`config.mk`:
```
export PLATFORM = sky130hd
export DESIGN_NAME = mips_mc_ctrl
export DESIGN_NICKNAME = d
export VERILOG_FILES = /design/src/rtl/mips_pkg.sv /design/src/rtl/mips_mc_fsm.sv /design/src/rtl/mips_mc_ctrl.sv
export SDC_FILE = /design/constraint.sdc
export NUM_CORES = 1
export LEC_CHECK = 0
export BUFFER_PORTS_ARGS = -buffer_cell sky130_fd_sc_hd__buf_4
export CAP_MARGIN = 30
export CELL_PAD_IN_SITES_DETAIL_PLACEMENT = 1
export CELL_PAD_IN_SITES_GLOBAL_PLACEMENT = 1
export CORE_UTILIZATION = 38
export DETAILED_ROUTE_END_ITERATION = 8
export GPL_TIMING_DRIVEN = 0
export PLACE_DENSITY_LB_ADDON = 0.1
export SLEW_MARGIN = 0
export SYNTH_ARGS = -nofsm -noshare
export SYNTH_HDL_FRONTEND = slang
export SYNTH_HIERARCHICAL = 1
export SYNTH_SLANG_ARGS = --single-unit
export TNS_END_PERCENT = 5
```
`constraint.sdc`:
```
create_clock -name clk -period 7.6 [get_ports clk]
set_clock_uncertainty 0.15 [all_clocks]
set_input_delay 1.52 -clock clk [delete_from_list [all_inputs] [get_ports clk]]
set_output_delay 1.52 -clock clk [all_outputs]
set_load 0.02 [all_outputs]
```
`src/rtl/mips_pkg.sv`:
```
// Shared opcodes, FSM state encoding and control-field encodings for the
// multi-cycle MIPS control path.
package mips_pkg;

    localparam logic [5:0] OP_RTYPE = 6'h00;
    localparam logic [5:0] OP_J     = 6'h02;
    localparam logic [5:0] OP_JAL   = 6'h03;
    localparam logic [5:0] OP_BEQ   = 6'h04;
    localparam logic [5:0] OP_ADDI  = 6'h08;
    localparam logic [5:0] OP_LW    = 6'h23;
    localparam logic [5:0] OP_SW    = 6'h2B;

    typedef enum logic [3:0] {
        S_FETCH, S_DECODE, S_EXEC, S_ALUWB, S_IEXEC, S_IWB, S_MEMADR,
        S_MEMRD, S_MEMWB, S_MEMWR, S_BRANCH, S_JUMP, S_JAL, S_TRAP
    } state_e;

    typedef enum logic [1:0] {REG_DST_RT = 2'b00, REG_DST_RD = 2'b01, REG_DST_RA = 2'b10} reg_dst_e;
    typedef enum logic [1:0] {WB_ALU = 2'b00, WB_MDR = 2'b01, WB_PC = 2'b10} wb_sel_e;
    typedef enum logic [1:0] {ALU_ADD = 2'b00, ALU_SUB = 2'b01, ALU_FUNCT = 2'b10} alu_op_e;
    typedef enum logic [1:0] {PC_HOLD, PC_INC, PC_BRANCH, PC_JUMP} pc_sel_e;

    typedef struct packed {
        logic     mem_req;
        logic     mem_we;
        logic     addr_alu;   // 1: data access at alu_result, 0: fetch at pc
        logic     reg_write;
        reg_dst_e reg_dst;
        wb_sel_e  wb_sel;
        logic     alu_src;
        alu_op_e  alu_op;
        logic     ir_load;
        logic     mdr_load;
        pc_sel_e  pc_sel;
        logic     retire;
    } ctrl_t;

endpackage

```
`src/rtl/mips_mc_fsm.sv`:
```
// Combinational next-state and control decode for the multi-cycle FSM.
// MIPS_ILLEGAL_TRAP_EN sends unknown opcodes to a terminal TRAP state.
module mips_mc_fsm
    import mips_pkg::*;
(
    input  state_e     state_i,
    input  logic [5:0] opcode_i,
    input  logic       mem_ready_i,
    input  logic       alu_zero_i,
    output state_e     next_o,
    output ctrl_t      ctrl_o
);

`ifdef MIPS_ILLEGAL_TRAP_EN
    localparam state_e UNKNOWN_NEXT = S_TRAP;
`else
    localparam state_e UNKNOWN_NEXT = S_FETCH;
`endif

    // NOTE: every output gets a default before the case so no path infers a latch.
    always_comb begin
        next_o = state_i;
        ctrl_o = '0;
        unique case (state_i)
            S_FETCH: begin
                ctrl_o.mem_req = 1'b1;
                if (mem_ready_i) begin
                    ctrl_o.ir_load = 1'b1;
                    ctrl_o.pc_sel  = PC_INC;
                    next_o         = S_DECODE;
                end
            end
            S_DECODE: begin
                unique case (opcode_i)
                    OP_RTYPE:      next_o = S_EXEC;
                    OP_ADDI:       next_o = S_IEXEC;
                    OP_LW, OP_SW:  next_o = S_MEMADR;
                    OP_BEQ:        next_o = S_BRANCH;
                    OP_J:          next_o = S_JUMP;
                    OP_JAL:        next_o = S_JAL;
                    default:       next_o = UNKNOWN_NEXT;
                endcase
            end
            S_EXEC: begin
                ctrl_o.alu_op = ALU_FUNCT;
                next_o        = S_ALUWB;
            end
            S_ALUWB: begin
                ctrl_o.reg_write = 1'b1;
                ctrl_o.reg_dst   = REG_DST_RD;
                next_o           = S_FETCH;
            end
            S_IEXEC: begin
                ctrl_o.alu_src = 1'b1;
                next_o         = S_IWB;
            end
            S_IWB: begin
                ctrl_o.reg_write = 1'b1;
                next_o           = S_FETCH;
            end
            S_MEMADR: begin
                ctrl_o.alu_src = 1'b1;
                next_o         = (opcode_i == OP_SW) ? S_MEMWR : S_MEMRD;
            end
            S_MEMRD: begin
                ctrl_o.mem_req  = 1'b1;
                ctrl_o.addr_alu = 1'b1;
                if (mem_ready_i) begin
                    ctrl_o.mdr_load = 1'b1;
                    next_o          = S_MEMWB;
                end
            end
            S_MEMWB: begin
                ctrl_o.reg_write = 1'b1;
                ctrl_o.wb_sel    = WB_MDR;
                next_o           = S_FETCH;
            end
            S_MEMWR: begin
                ctrl_o.mem_req  = 1'b1;
                ctrl_o.mem_we   = 1'b1;
                ctrl_o.addr_alu = 1'b1;
                if (mem_ready_i) next_o = S_FETCH;
            end
            S_BRANCH: begin
                ctrl_o.alu_op = ALU_SUB;
                ctrl_o.pc_sel = alu_zero_i ? PC_BRANCH : PC_HOLD;
                next_o        = S_FETCH;
            end
            S_JUMP: begin
                ctrl_o.pc_sel = PC_JUMP;
                next_o        = S_FETCH;
            end
            S_JAL: begin
                ctrl_o.reg_write = 1'b1;
                ctrl_o.reg_dst   = REG_DST_RA;
                ctrl_o.wb_sel    = WB_PC;
                ctrl_o.pc_sel    = PC_JUMP;
                next_o           = S_FETCH;
            end
            S_TRAP:  next_o = S_TRAP;
            default: next_o = S_FETCH;
        endcase
        ctrl_o.retire = (state_i != S_FETCH) && (next_o == S_FETCH);
    end

endmodule

```
`src/rtl/mips_mc_ctrl.sv`:
```
// Multi-cycle MIPS control path: PC/IR/MDR, retired counter and FSM state.
// MIPS_ILLEGAL_TRAP_EN enables the sticky illegal-opcode trap.
module mips_mc_ctrl
    import mips_pkg::*;
#(
    parameter int              XLEN     = 32,
    parameter logic [XLEN-1:0] RESET_PC = '0,
    parameter int              CNT_W    = 32
) (
    input  logic             clk,
    input  logic             reset,
    output logic             mem_req,
    output logic             mem_we,
    output logic [XLEN-1:0]  mem_addr,
    input  logic             mem_ready,
    input  logic [XLEN-1:0]  mem_rdata,
    input  logic [XLEN-1:0]  alu_result,
    input  logic             alu_zero,
    input  logic [XLEN-1:0]  branch_target,
    input  logic [XLEN-1:0]  jump_target,
    output logic [XLEN-1:0]  pc,
    output logic [31:0]      ir,
    output logic [XLEN-1:0]  mdr,
    output logic             reg_write,
    output logic [1:0]       reg_dst,
    output logic [1:0]       wb_sel,
    output logic             alu_src,
    output logic [1:0]       alu_op,
    output logic [CNT_W-1:0] retired,
    output logic             illegal
);

    state_e           state_q, state_d;
    ctrl_t            ctrl;
    logic [XLEN-1:0]  pc_q, pc_d, mdr_q, mdr_d;
    logic [31:0]      ir_q, ir_d;
    logic [CNT_W-1:0] retired_q, retired_d;

    mips_mc_fsm u_fsm (
        .state_i     (state_q),
        .opcode_i    (ir_q[31:26]),
        .mem_ready_i (mem_ready),
        .alu_zero_i  (alu_zero),
        .next_o      (state_d),
        .ctrl_o      (ctrl)
    );

    always_comb begin
        unique case (ctrl.pc_sel)
            PC_INC:    pc_d = pc_q + XLEN'(4);
            PC_BRANCH: pc_d = branch_target;
            PC_JUMP:   pc_d = jump_target;
            default:   pc_d = pc_q;
        endcase
        ir_d      = ctrl.ir_load  ? 32'(mem_rdata) : ir_q;
        mdr_d     = ctrl.mdr_load ? mem_rdata      : mdr_q;
        retired_d = retired_q + CNT_W'(ctrl.retire);
    end

    // NOTE: state registers use non-blocking assignments so every flop samples pre-edge values.
    always_ff @(posedge clk or negedge reset) begin
        if (!reset) begin
            state_q   <= S_FETCH;
            pc_q      <= RESET_PC;
            ir_q      <= '0;
            mdr_q     <= '0;
            retired_q <= '0;
        end else begin
            state_q   <= state_d;
            pc_q      <= pc_d;
            ir_q      <= ir_d;
            mdr_q     <= mdr_d;
            retired_q <= retired_d;
        end
    end

`ifdef MIPS_ILLEGAL_TRAP_EN
    logic illegal_q;
    always_ff @(posedge clk or negedge reset) begin
        if (!reset)                illegal_q <= 1'b0;
        else if (state_d == S_TRAP) illegal_q <= 1'b1;
    end
    assign illegal = illegal_q;
`else
    assign illegal = 1'b0;
`endif

    // Gating with reset drops an in-flight request the moment reset asserts.
    assign mem_req   = ctrl.mem_req & reset;
    assign mem_we    = ctrl.mem_we & reset;
    assign mem_addr  = ctrl.addr_alu ? alu_result : pc_q;
    assign pc        = pc_q;
    assign ir        = ir_q;
    assign mdr       = mdr_q;
    assign reg_write = ctrl.reg_write;
    assign reg_dst   = ctrl.reg_dst;
    assign wb_sel    = ctrl.wb_sel;
    assign alu_src   = ctrl.alu_src;
    assign alu_op    = ctrl.alu_op;
    assign retired   = retired_q;

endmodule

```
==> results of run 1 <==
==> power breakdown <==
group          switching [mW]  total [mW]  internal [mW]
logic                   0.829        1.56          0.734
clock network           0.327       0.780          0.454
registers               0.262        1.18          0.920
total                    1.42        3.52           2.11
==> worst register-to-register path: stages, from the launching register on <==
cell and delay [ps]:
dfrtp_1 450, clkbuf_1 260, nor4_1 470, and2_1 240, a21o_1 110, clkbuf_1 360
buf_1 530, clkbuf_1 550, mux4_2 400
==> layer usage <==
layer / wire (um) / part of all wire, % / vias to the layer above / track usage, %
met1: 9212 / 40 / 3115 / 29.95
met5: 0 / 0 / - / 0
li1: - / - / 2905 / -
met4: 558 / 2.4 / 0 / 9.506
met3: 1583 / 6.8 / 41 / 7.383
met2: 11790 / 51 / 215 / 44.30
==> worst max path at each step <==
stage                             to                 start  slack [ps]  cells after the start
6_report                mem_addr[14]  state_q[3]$_DFF_PN0_        2330                      8
5_1_grt                 mem_addr[14]  state_q[3]$_DFF_PN0_        2180                      8
4_1_cts                  mem_addr[6]  state_q[3]$_DFF_PN0_        2350                      8
3_5_place_dp             mem_addr[6]  state_q[3]$_DFF_PN0_        2800                      8
3_3_place_gp                  mem_we                 reset        2670                      3
2_1_floorplan  retired[17]$_DFF_PN0_             mem_ready        3830                     10
==> cell families (layout without fill, tap and decap cells) <==
kind of cell | Yosys count | in the layout
muxes | 105 | 105
xor gates and xnor gates | 42 | 42
adders and majority gates | 3 | 3
other | 1 | 1
and+or+nand+nor | 199 | 199
buffers and inverters | 47 | 381
DFF | 132 | 132
AOI/OAI and AO/OA | 91 | 91
==> area by class of cell <==
class / instances / area [sq um]
repair buffers: 302 / 2291
multi-input cells: 441 / 3327
flip-flops and latches: 132 / 3303
clock buffers: 18 / 429.2
clock inverters: 14 / 128.9
well taps: 225 / 281.5
fillers: 1940 / 7462
inverters: 9 / 33.78
plain buffers: 38 / 160.2
==> cell usage in the layout, fill, tap and decap left out, types with 4 or more instances in the layout <==
cell type  synthesis  final
mux2i_1           10     10
buf_1             10     10
nor4_1             8      8
xnor2_1           28     28
nor3_1            13     13
inv_1              7      7
o21ai_0           21     21
or3_1              6      6
or4_1              5      5
clkbuf_16          0     17
and3_1             8      8
dfrtp_1          132    132
xor2_1            14     14
nand4_1           24     24
buf_2              5      5
a31oi_1           12     12
mux2_2            94     94
nor2_1            18     18
clkinv_2           0      4
and2_1             8      8
a211oi_1          19     19
o31a_1             9      9
nand3_1           19     19
buf_4              3    303
a21oi_1           13     13
and4_1             9      9
nor2b_1           22     22
clkbuf_1          20     21
o31ai_1            5      5
nand2_1           39     39
nand2b_1           4      4
==> flip-flops by register name, summed over array words and instances, names as in the netlist <==
register	cells
retired	32
mdr	32
state_q	4
pc	32
ir	32
==> metrics by stage <==
stage | util, % | power (mW) | area, sq um | setup WS [ps]
after CTS | 57.16 | 3.562 | 9955 | 2347
after detailed placement | 53.95 | 2.763 | 9397 | 2796
final | 57.16 | 3.525 | 9955 | 2333
after global placement | 53.77 | 2.703 | 9365 | 2671
after floorplan | - | 1.996 | 6824 | 3826
after global routing | 57.16 | 3.705 | 9955 | 2181
==> reports/results.tsv, run 1 <==
stage	metric	value	unit
run_status	status	complete, no violations	
worst_setup_path	CP delay by family, top	buffers and inverters	
logic_synthesis	syn nets	755	
worst_setup_path	CP max FO	10	
worst_setup_path	crit path DAT	3600	ps
logic_synthesis	Gate Count Post-Synth	620	
logic_synthesis	area leader, netlist	dfrtp_1	
floorplanning	Core ar.	0.01742	sq mm
worst_setup_path	R2R Setup Slk	3950	ps
worst_hold_path	hold_sp	retired[9]$_DFF_PN0_	
global_routing	first-pass GRT wire length	36090	um
cts	H-tree depth	4	
route	DRT iter0 DRCs	166	
global_routing	All-Layer GR Usage	25.63	%
global_routing	vias in the first global route	6731	
logic_synthesis	synthesis-stage register bit count	132	
worst_setup_path	Worst EP required	5930	ps
timing	Setup violations, final	0	
placed_design	gpl congestion	0.8169	
route	via count	6276	
worst_setup_path	Worst R2R Start	state_q[2]$_DFF_PN0_	
power_and_ir_drop	pwr/cell area	354.1	mW/mm^2
placed_design	IO Port Bufs	301	
route	Routed WL	23140	um
floorplanning	Ports	303	
worst_setup_path	CP startpoint kind	flip-flop	
timing	Tmin final	5267	ps
worst_setup_path	R2R cell count	8	
worst_setup_path	cells along the critical path	buf_2, clkbuf_1, a21oi_1, nor2_1, clkbuf_1, clkbuf_1, mux2_2, buf_4	
power_and_ir_drop	Lkg Pwr	4.742	nW
finish	layout cells sized above 1	47.06	%
route	drt first pass iters	4	
placed_design	dpl cells	1147	
worst_setup_path	Crit. End Element	primary output	
floorplanning	Starting Density	39.18	%
cts	post-CTS setup buffer count	0	
timing	WHS	347.6	ps
route	drt via density	5.323	
timing	Sum Neg Setup Slack	0	ps
logic_synthesis	leading post-synthesis cells by cell area	dfrtp_1 48%, mux2_2 16%, xnor2_1 3.6%	
floorplanning	Die Y	136.0	um
worst_hold_path	Worst Hold Path EP	retired[9]$_DFF_PN0_	
global_routing	Overflow after GRT	0	
worst_setup_path	Slowest-stage cell, CP	clkbuf_1	
logic_synthesis	Compound-Gate Fraction of Synth Area	8.856	%
timing	final period utilization	69.31	%
logic_synthesis	Netlist cell types	52	
logic_synthesis	Synthesis Warnings	6	
logic_synthesis	Avg Inst Size Synth	11.01	sq um
logic_synthesis	count leader, synth	dfrtp_1	
floorplanning	row cnt	48	
logic_synthesis	post-synthesis mux area share	17.31	%
cts	CTS root buf	clkbuf_16	
worst_hold_path	Worst Hold Class	flip-flop to flip-flop	
cts	clock buffer depth	2	
worst_hold_path	hold path depth	1	
worst_setup_path	Worst Path Buf+Inv	5	
logic_synthesis	post-synthesis xor/xnor area fraction	5.391	%
logic_synthesis	post-synthesis simple-gate area fraction	16.59	%
route	routed length per instance	19.63	um
logic_synthesis	most frequent cells after synthesis	132 x dfrtp_1, 94 x mux2_2, 39 x nand2_1, 28 x xnor2_1, 24 x nand4_1	
cts	CTS tree	done	
worst_setup_path	Worst path max stage delay	810	ps
worst_setup_path	RR Endpoint	pc[3]$_DFFE_PN0P_	
route	DRC violations left	0	
timing	maximum clock frequency	189.9	MHz
floorplanning	DIE AREA	0.01850	sq mm
route	DRT antenna net count	0	
logic_synthesis	main flop type after synthesis	dfrtp_1	
timing	Slew headroom	33.70	%
finish	Area Growth Syn to Fin	45.87	%
logic_synthesis	largest family of logic cells by synthesized area	multiplexers	
worst_setup_path	CP most frequent cell	clkbuf_1	
cts	clock latency on the worst-skew pair	420	ps
cts	Post-CTS Resized	0	
timing	final number of hold-violating endpoints	0	
logic_synthesis	register area share after synthesis	48.40	%
cts	cts bufs inserted	17	
global_routing	initial antenna violation count	0	
cts	CTS Hold Bufs	0	
logic_synthesis	Synth Cell Area	0.006824	sq mm
logic_synthesis	adder-cell share of the synthesized area	0.5501	%
finish	Inserted Diodes	0	
timing	worst slew pin tran	994.5	ps
logic_synthesis	Yosys top cell area share	48.40	%
logic_synthesis	number of synthesized flops with an enable pin	0	
run	Max-cap violations	0	
finish	Final Non-Filler Cells	1179	
global_routing	largest net degree at the start of global routing	78	
worst_setup_path	Crit Path Category	flip-flop to primary output	
placed_design	post-DP HPWL	17890	um
timing	final slew viol count	0	
logic_synthesis	asr flop ratio synth	100.0	%
cts	CTS sink count	132	
floorplanning	Die X	136.0	um
timing	RSZ-0062 raised after global routing	false	
cts	CTS clock-pin slew for the worst setup and hold paths	60	ps
power_and_ir_drop	Peak VDD IR	0.1867	mV
finish	nets	1076	
No activity file was read; power rests on OpenSTA's default activity.
==> run 2, diff against run 1 <==
Settings changed: CORE_UTILIZATION 38 to 36.
Clock period 7.6 ns to 4.9 ns, I/O delays scaled along.
==> reports/results.tsv, run 2 (same netlist as run 1, synthesis figures left out) <==
stage	metric	value	unit	change
run_status	status	complete, no violations		unchanged
route	drt via density	5.386		was 5.323
power_and_ir_drop	Logic pwr share	44.8	%	was 44.3%
route	Routed WL	24030	um	was 23140 um
route	drt first pass iters	4		unchanged
power_and_ir_drop	register share of total power	33.3	%	was 33.5%
worst_setup_path	Critical Path End	mem_addr[14]		unchanged
floorplanning	Die X	139.7	um	was 136.0 um
cts	Post-CTS Resized	0		unchanged
cts	CTS root buf	clkbuf_16		unchanged
worst_setup_path	Worst EP required	3770	ps	was 5930 ps
timing	final number of hold-violating endpoints	0		unchanged
worst_setup_path	CP delay by family, top	buffers and inverters		unchanged
floorplanning	Starting Density	37.35	%	was 39.18%
floorplanning	Ports	303		unchanged
worst_setup_path	Critical Path Stages	9		was 8
worst_setup_path	RR Endpoint	pc[3]$_DFFE_PN0P_		unchanged
finish	most frequent cells in the layout	303 x buf_4, 132 x dfrtp_1, 94 x mux2_2, 39 x nand2_1, 28 x xnor2_1		unchanged
worst_setup_path	critical path launch point	state_q[3]$_DFF_PN0_		unchanged
cts	clock buffer depth	2		unchanged
power_and_ir_drop	Peak VDD IR	0.2700	mV	was 0.1867 mV
floorplanning	DIE AREA	0.01951	sq mm	was 0.01850 sq mm
cts	post-CTS setup buffer count	0		unchanged
placed_design	IO Port Bufs	301		unchanged
cts	cts bufs inserted	17		unchanged
power_and_ir_drop	Internal	3.241	mW	was 2.107 mW
global_routing	largest net degree at the start of global routing	69		was 78
route	DRC violations left	0		unchanged
timing	WHS	327.5	ps	was 347.6 ps
power_and_ir_drop	P_sw	2.237	mW	was 1.418 mW
worst_setup_path	Crit. End Element	primary output		unchanged
power_and_ir_drop	pwr/cell area	550.1	mW/mm^2	was 354.1 mW/mm^2
cts	CTS tree	done		unchanged
finish	Inserted Diodes	0		unchanged
power_and_ir_drop	Clock power frac	21.9	%	was 22.1%
route	routed length per instance	20.31	um	was 19.63 um
global_routing	Overflow after GRT	0		unchanged
timing	Slew headroom	41.74	%	was 33.70%
power_and_ir_drop	Sw Share	40.83	%	was 40.22%
finish	Final Non-Filler Cells	1183		was 1179
timing	Tmin final	4558	ps	
finish	Core Util, Final	54.51	%	was 57.16%
cts	CTS sink count	132		unchanged
cts	H-tree depth	4		unchanged
global_routing	first-pass GRT wire length	37520	um	was 36090 um
run	Max-cap violations	0		unchanged
floorplanning	Die Y	139.7	um	was 136.0 um
worst_setup_path	cells along the critical path	buf_2, clkbuf_1, nor2_1, a21oi_1, nor2_1, clkbuf_1, clkbuf_1, mux2_2, buf_4		was buf_2, clkbuf_1, a21oi_1, nor2_1, clkbuf_1, clkbuf_1, mux2_2, buf_4
timing	RSZ-0062 raised after global routing	false		unchanged
floorplanning	Core ar.	0.01827	sq mm	was 0.01742 sq mm
worst_setup_path	Slowest-stage cell, CP	clkbuf_1		unchanged
cts	CTS Hold Bufs	0		unchanged
worst_hold_path	Worst Hold Class	flip-flop to flip-flop		unchanged
finish	most common cell after layout, fill and taps aside	buf_4		unchanged
worst_setup_path	CP max FO	10		unchanged
finish	layout cells sized above 1	47.06	%	unchanged
finish	nets	1076		unchanged
timing	Sum Neg Setup Slack	0	ps	unchanged
global_routing	All-Layer GR Usage	24.95	%	was 25.63%
cts	clock latency on the worst-skew pair	420	ps	about the same
worst_setup_path	Worst path max stage delay	720	ps	was 810 ps
power_and_ir_drop	Lkg Pwr	4.737	nW	was 4.742 nW
global_routing	vias in the first global route	6864		was 6731
cts	CTS clock-pin slew for the worst setup and hold paths	70	ps	was 60 ps
finish	Area Growth Syn to Fin	45.93	%	was 45.87%
route	DRT antenna net count	0		unchanged
placed_design	post-DP HPWL	18580	um	was 17890 um
timing	Setup violations, final	0		unchanged
placed_design	dpl cells	1151		was 1147
timing	maximum clock frequency	219.4	MHz	
worst_setup_path	Worst R2R Start	state_q[2]$_DFF_PN0_		unchanged
timing	worst slew pin tran	874.0	ps	was 994.5 ps
global_routing	initial antenna violation count	0		unchanged
route	via count	6372		was 6276
worst_setup_path	Crit Path Category	flip-flop to primary output		unchanged
timing	final period utilization	93.03	%	
worst_setup_path	R2R cell count	8		unchanged
floorplanning	row cnt	49		was 48
worst_setup_path	Worst Path Buf+Inv	5		unchanged
worst_setup_path	crit path DAT	3430	ps	was 3600 ps
timing	final slew viol count	0		unchanged
route	DRT iter0 DRCs	258		was 166
worst_setup_path	CP most frequent cell	clkbuf_1		unchanged
placed_design	gpl congestion	0.8537		was 0.8169
worst_setup_path	R2R Setup Slk	1120	ps	was 3950 ps
worst_setup_path	CP startpoint kind	flip-flop		unchanged
[run 2: cell count changes in the layout (fill, tap and decap cells not counted), sizes merged]
cell | before | now
bufinv | 1 | 0
clkbuf | 38 | 39
clkinv | 8 | 5
inv | 12 | 15
[run 2: power groups by stage]
stage | clock (mW) | combinational [mW] | sequential, mW
finish | 1.20 | 2.45 | 1.82
global route | 1.27 | 2.61 | 1.88
CTS | 1.23 | 2.48 | 1.82
detailed placement | 0 | 2.47 | 1.83
global placement | 0 | 2.39 | 1.80
floorplan | 0 | 0.970 | 2.13
[run 2: how the worst min path moves through the flow]
stage                     cells past startpoint             startpoint                     to
after floorplan                               1  retired[31]$_DFF_PN0_  retired[31]$_DFF_PN0_
after global placement                        1  retired[31]$_DFF_PN0_  retired[31]$_DFF_PN0_
after detailed placement                      1  retired[31]$_DFF_PN0_  retired[31]$_DFF_PN0_
after CTS                                     1  retired[31]$_DFF_PN0_  retired[31]$_DFF_PN0_
after global routing                          1  retired[31]$_DFF_PN0_  retired[31]$_DFF_PN0_
final                                         1  retired[31]$_DFF_PN0_  retired[31]$_DFF_PN0_
[run 2: final cells by class]
cell class              count  area (sq um)
fillers                  2065          8312
well taps                 229         286.5
clock buffers              19         442.9
repair buffers            302          2291
clock inverters            13         113.9
flip-flops and latches    132          3303
plain buffers              38         160.2
inverters                   9         33.78
multi-input cells         441          3327
[run 2: layer usage]
metal / wire, um / part of all wire, % / track usage [%]
met2: 12110 / 50 / 43.34
met4: 652 / 2.7 / 9.601
met3: 1280 / 5.3 / 6.125
met5: 0 / 0 / 0
met1: 9993 / 42 / 29.66
[run 2: worst register-to-register path, cell delays in order (launching register included)]
cell      delay [ps]
dfrtp_1          440
clkbuf_1         270
nor4_1           450
and2_1           250
a21o_1           120
clkbuf_1         400
buf_1            560
clkbuf_1         600
mux4_2           410
[run 2: per-stage QoR]
step	worst slack [ps]	power (mW)	instance area (sq um)
after floorplan	1666	3.096	6824
after global placement	889.8	4.194	9370
after detailed placement	798.7	4.301	9402
after CTS	329.1	5.523	9958
after global routing	140.9	5.755	9958
final	341.6	5.478	9958
==> run 3, diff against run 2 <==
Settings changed: CELL_PAD_IN_SITES_GLOBAL_PLACEMENT 1 to 2, CORE_UTILIZATION 36 to 28.
==> reports/results.tsv, run 3 (same netlist as run 1, synthesis figures left out) <==
stage	metric	value	unit	change
floorplanning	Ports	303		unchanged
cts	CTS root buf	clkbuf_16		unchanged
floorplanning	row cnt	56		was 49
route	DRT antenna net count	0		unchanged
placed_design	gpl congestion	0.7982		was 0.8537
global_routing	Overflow after GRT	0		unchanged
run	Max-cap violations	0		unchanged
worst_setup_path	Critical Path Stages	8		was 9
route	drt first pass iters	4		unchanged
finish	nets	1076		unchanged
power_and_ir_drop	Lkg Pwr	4.761	nW	was 4.737 nW
floorplanning	DIE AREA	0.02500	sq mm	was 0.01951 sq mm
floorplanning	Die Y	158.1	um	was 139.7 um
worst_setup_path	RR Endpoint	pc[17]$_DFFE_PN0P_		was pc[3]$_DFFE_PN0P_
finish	most common cell after layout, fill and taps aside	buf_4		unchanged
timing	final period utilization	91.82	%	was 93.03%
cts	Post-CTS Resized	0		unchanged
global_routing	vias in the first global route	6649		was 6864
worst_setup_path	Critical Path End	mem_addr[16]		was mem_addr[14]
timing	maximum clock frequency	222.3	MHz	was 219.4 MHz
timing	RSZ-0062 raised after global routing	false		unchanged
worst_setup_path	Crit Path Category	flip-flop to primary output		unchanged
cts	CTS Hold Bufs	0		unchanged
cts	CTS tree	done		unchanged
cts	H-tree depth	4		unchanged
worst_setup_path	Crit. End Element	primary output		unchanged
cts	CTS clock-pin slew for the worst setup and hold paths	70	ps	about the same
route	drt via density	4.943		was 5.386
finish	layout cells sized above 1	47.27	%	was 47.06%
worst_setup_path	CP max FO	10		unchanged
worst_setup_path	CP startpoint kind	flip-flop		unchanged
worst_setup_path	Slowest-stage cell, CP	clkbuf_1		unchanged
worst_setup_path	CP most frequent cell	clkbuf_1		unchanged
worst_setup_path	critical path launch point	state_q[3]$_DFF_PN0_		unchanged
timing	Slew headroom	43.99	%	was 41.74%
global_routing	All-Layer GR Usage	19.84	%	was 24.95%
timing	worst slew pin tran	840.1	ps	was 874.0 ps
floorplanning	Core ar.	0.02368	sq mm	was 0.01827 sq mm
finish	most frequent cells in the layout	303 x buf_4, 132 x dfrtp_1, 94 x mux2_2, 39 x nand2_1, 28 x xnor2_1		unchanged
timing	Sum Neg Setup Slack	0	ps	unchanged
worst_setup_path	Worst Path Buf+Inv	5		unchanged
timing	Tmin final	4499	ps	was 4558 ps
route	Routed WL	24450	um	was 24030 um
worst_hold_path	Worst Hold Class	flip-flop to flip-flop		unchanged
worst_setup_path	cells along the critical path	buf_2, clkbuf_1, a21oi_1, nor2_1, clkbuf_1, clkbuf_1, mux2_2, buf_4		was buf_2, clkbuf_1, nor2_1, a21oi_1, nor2_1, clkbuf_1, clkbuf_1, mux2_2, buf_4
worst_setup_path	Worst R2R Start	state_q[2]$_DFF_PN0_		unchanged
worst_setup_path	CP delay by family, top	buffers and inverters		unchanged
cts	clock buffer depth	2		unchanged
timing	final slew viol count	0		unchanged
finish	Inserted Diodes	0		unchanged
cts	CTS sink count	132		unchanged
worst_setup_path	R2R cell count	9		was 8
placed_design	post-DP HPWL	18820	um	was 18580 um
route	DRT iter0 DRCs	251		was 258
worst_setup_path	Worst path max stage delay	650	ps	was 720 ps
power_and_ir_drop	Peak VDD IR	0.2305	mV	was 0.2700 mV
cts	cts bufs inserted	17		unchanged
global_routing	first-pass GRT wire length	37170	um	was 37520 um
timing	Setup violations, final	0		unchanged
cts	post-CTS setup buffer count	0		unchanged
placed_design	Area after DPL	0.009514	sq mm	was 0.009402 sq mm
run_status	status	complete, no violations		unchanged
finish	Final Instance Area	0.01010	sq mm	was 0.009958 sq mm
placed_design	IO Port Bufs	301		unchanged
global_routing	initial antenna violation count	0		unchanged
route	routed length per instance	19.21	um	was 20.31 um
worst_setup_path	R2R Setup Slk	880	ps	was 1120 ps
power_and_ir_drop	pwr/cell area	548.2	mW/mm^2	was 550.1 mW/mm^2
timing	final number of hold-violating endpoints	0		unchanged
worst_setup_path	Worst EP required	3770	ps	about the same
finish	Area Growth Syn to Fin	48.00	%	was 45.93%
route	DRC violations left	0		unchanged
worst_setup_path	crit path DAT	3370	ps	was 3430 ps
cts	clock latency on the worst-skew pair	430	ps	was 420 ps
global_routing	largest net degree at the start of global routing	69		unchanged
floorplanning	Die X	158.1	um	was 139.7 um
floorplanning	Starting Density	28.81	%	was 37.35%
route	via count	6293		was 6372
worst_hold_path	hold_sp	retired[31]$_DFF_PN0_		unchanged
[run 3: cell types whose count changed in the layout (fill, tap and decap cells not counted), moves of 2 or more]
| cell | before | now |
|---|---|---|
| inv_8 | 1 | 3 |
| clkinv_4 | 4 | 0 |
| clkinv_2 | 0 | 2 |
| clkbuf_1 | 21 | 19 |
[run 3: worst reg2reg max path, cell delays in order, from the launching register on]
cell and delay (ps):
dfrtp_1 440, clkbuf_1 280, nor4_1 580, and2_1 250, a21o_1 120, clkbuf_1 490
buf_1 610, clkbuf_1 560, a211oi_1 260, a31oi_1 190
[run 3: how the worst min path moves through the flow]
stage / end / depth (start not counted)
2_1_floorplan: retired[31]$_DFF_PN0_ / 1
3_3_place_gp: retired[31]$_DFF_PN0_ / 1
3_5_place_dp: retired[31]$_DFF_PN0_ / 1
4_1_cts: retired[31]$_DFF_PN0_ / 1
5_1_grt: retired[0]$_DFF_PN0_ / 1
6_report: retired[31]$_DFF_PN0_ / 1
[run 3: through the flow]
stage                     hold slack (ps)  cells  worst slack [ps]  power (mW)  utilization (%)
after CTS                           338.4   1273             173.6       5.621            42.64
after global placement              315.6   1240             713.6       4.232            40.04
after global routing                367.4   1273             111.1       5.862            42.65
after detailed placement            327.1   1241             658.5       4.300            40.17
after floorplan                     432.3    620              1666       3.096                -
final                               332.1   1273             400.7       5.537            42.65
[run 3: power breakdown]
group          internal [mW]  switching, mW  leakage [nW]
combinational           1.14           1.29          2.74
sequential              1.43          0.393          1.74
clock                  0.722          0.565         0.288
total                   3.29           2.25          4.76
[run 3: per-layer routing]
metal	wire length [um]	GRT usage, %	vias up
met4	486	6.593	0
met3	1429	4.791	24
met5	0	0	-
li1	-	-	2909
met2	12380	33.94	199
met1	10160	24.30	3161
[run 3: cell type report]
cell class                      instances  area (sq um)
Multi-Input combinational cell        441          3327
Timing Repair Buffer                  302          2291
Fill cell                            2664         13580
Inverter                                9         33.78
Buffer                                 38         161.4
Sequential cell                       132          3303
Clock inverter                         15         158.9
Tap cell                              319         399.1
Clock buffer                           17         425.4
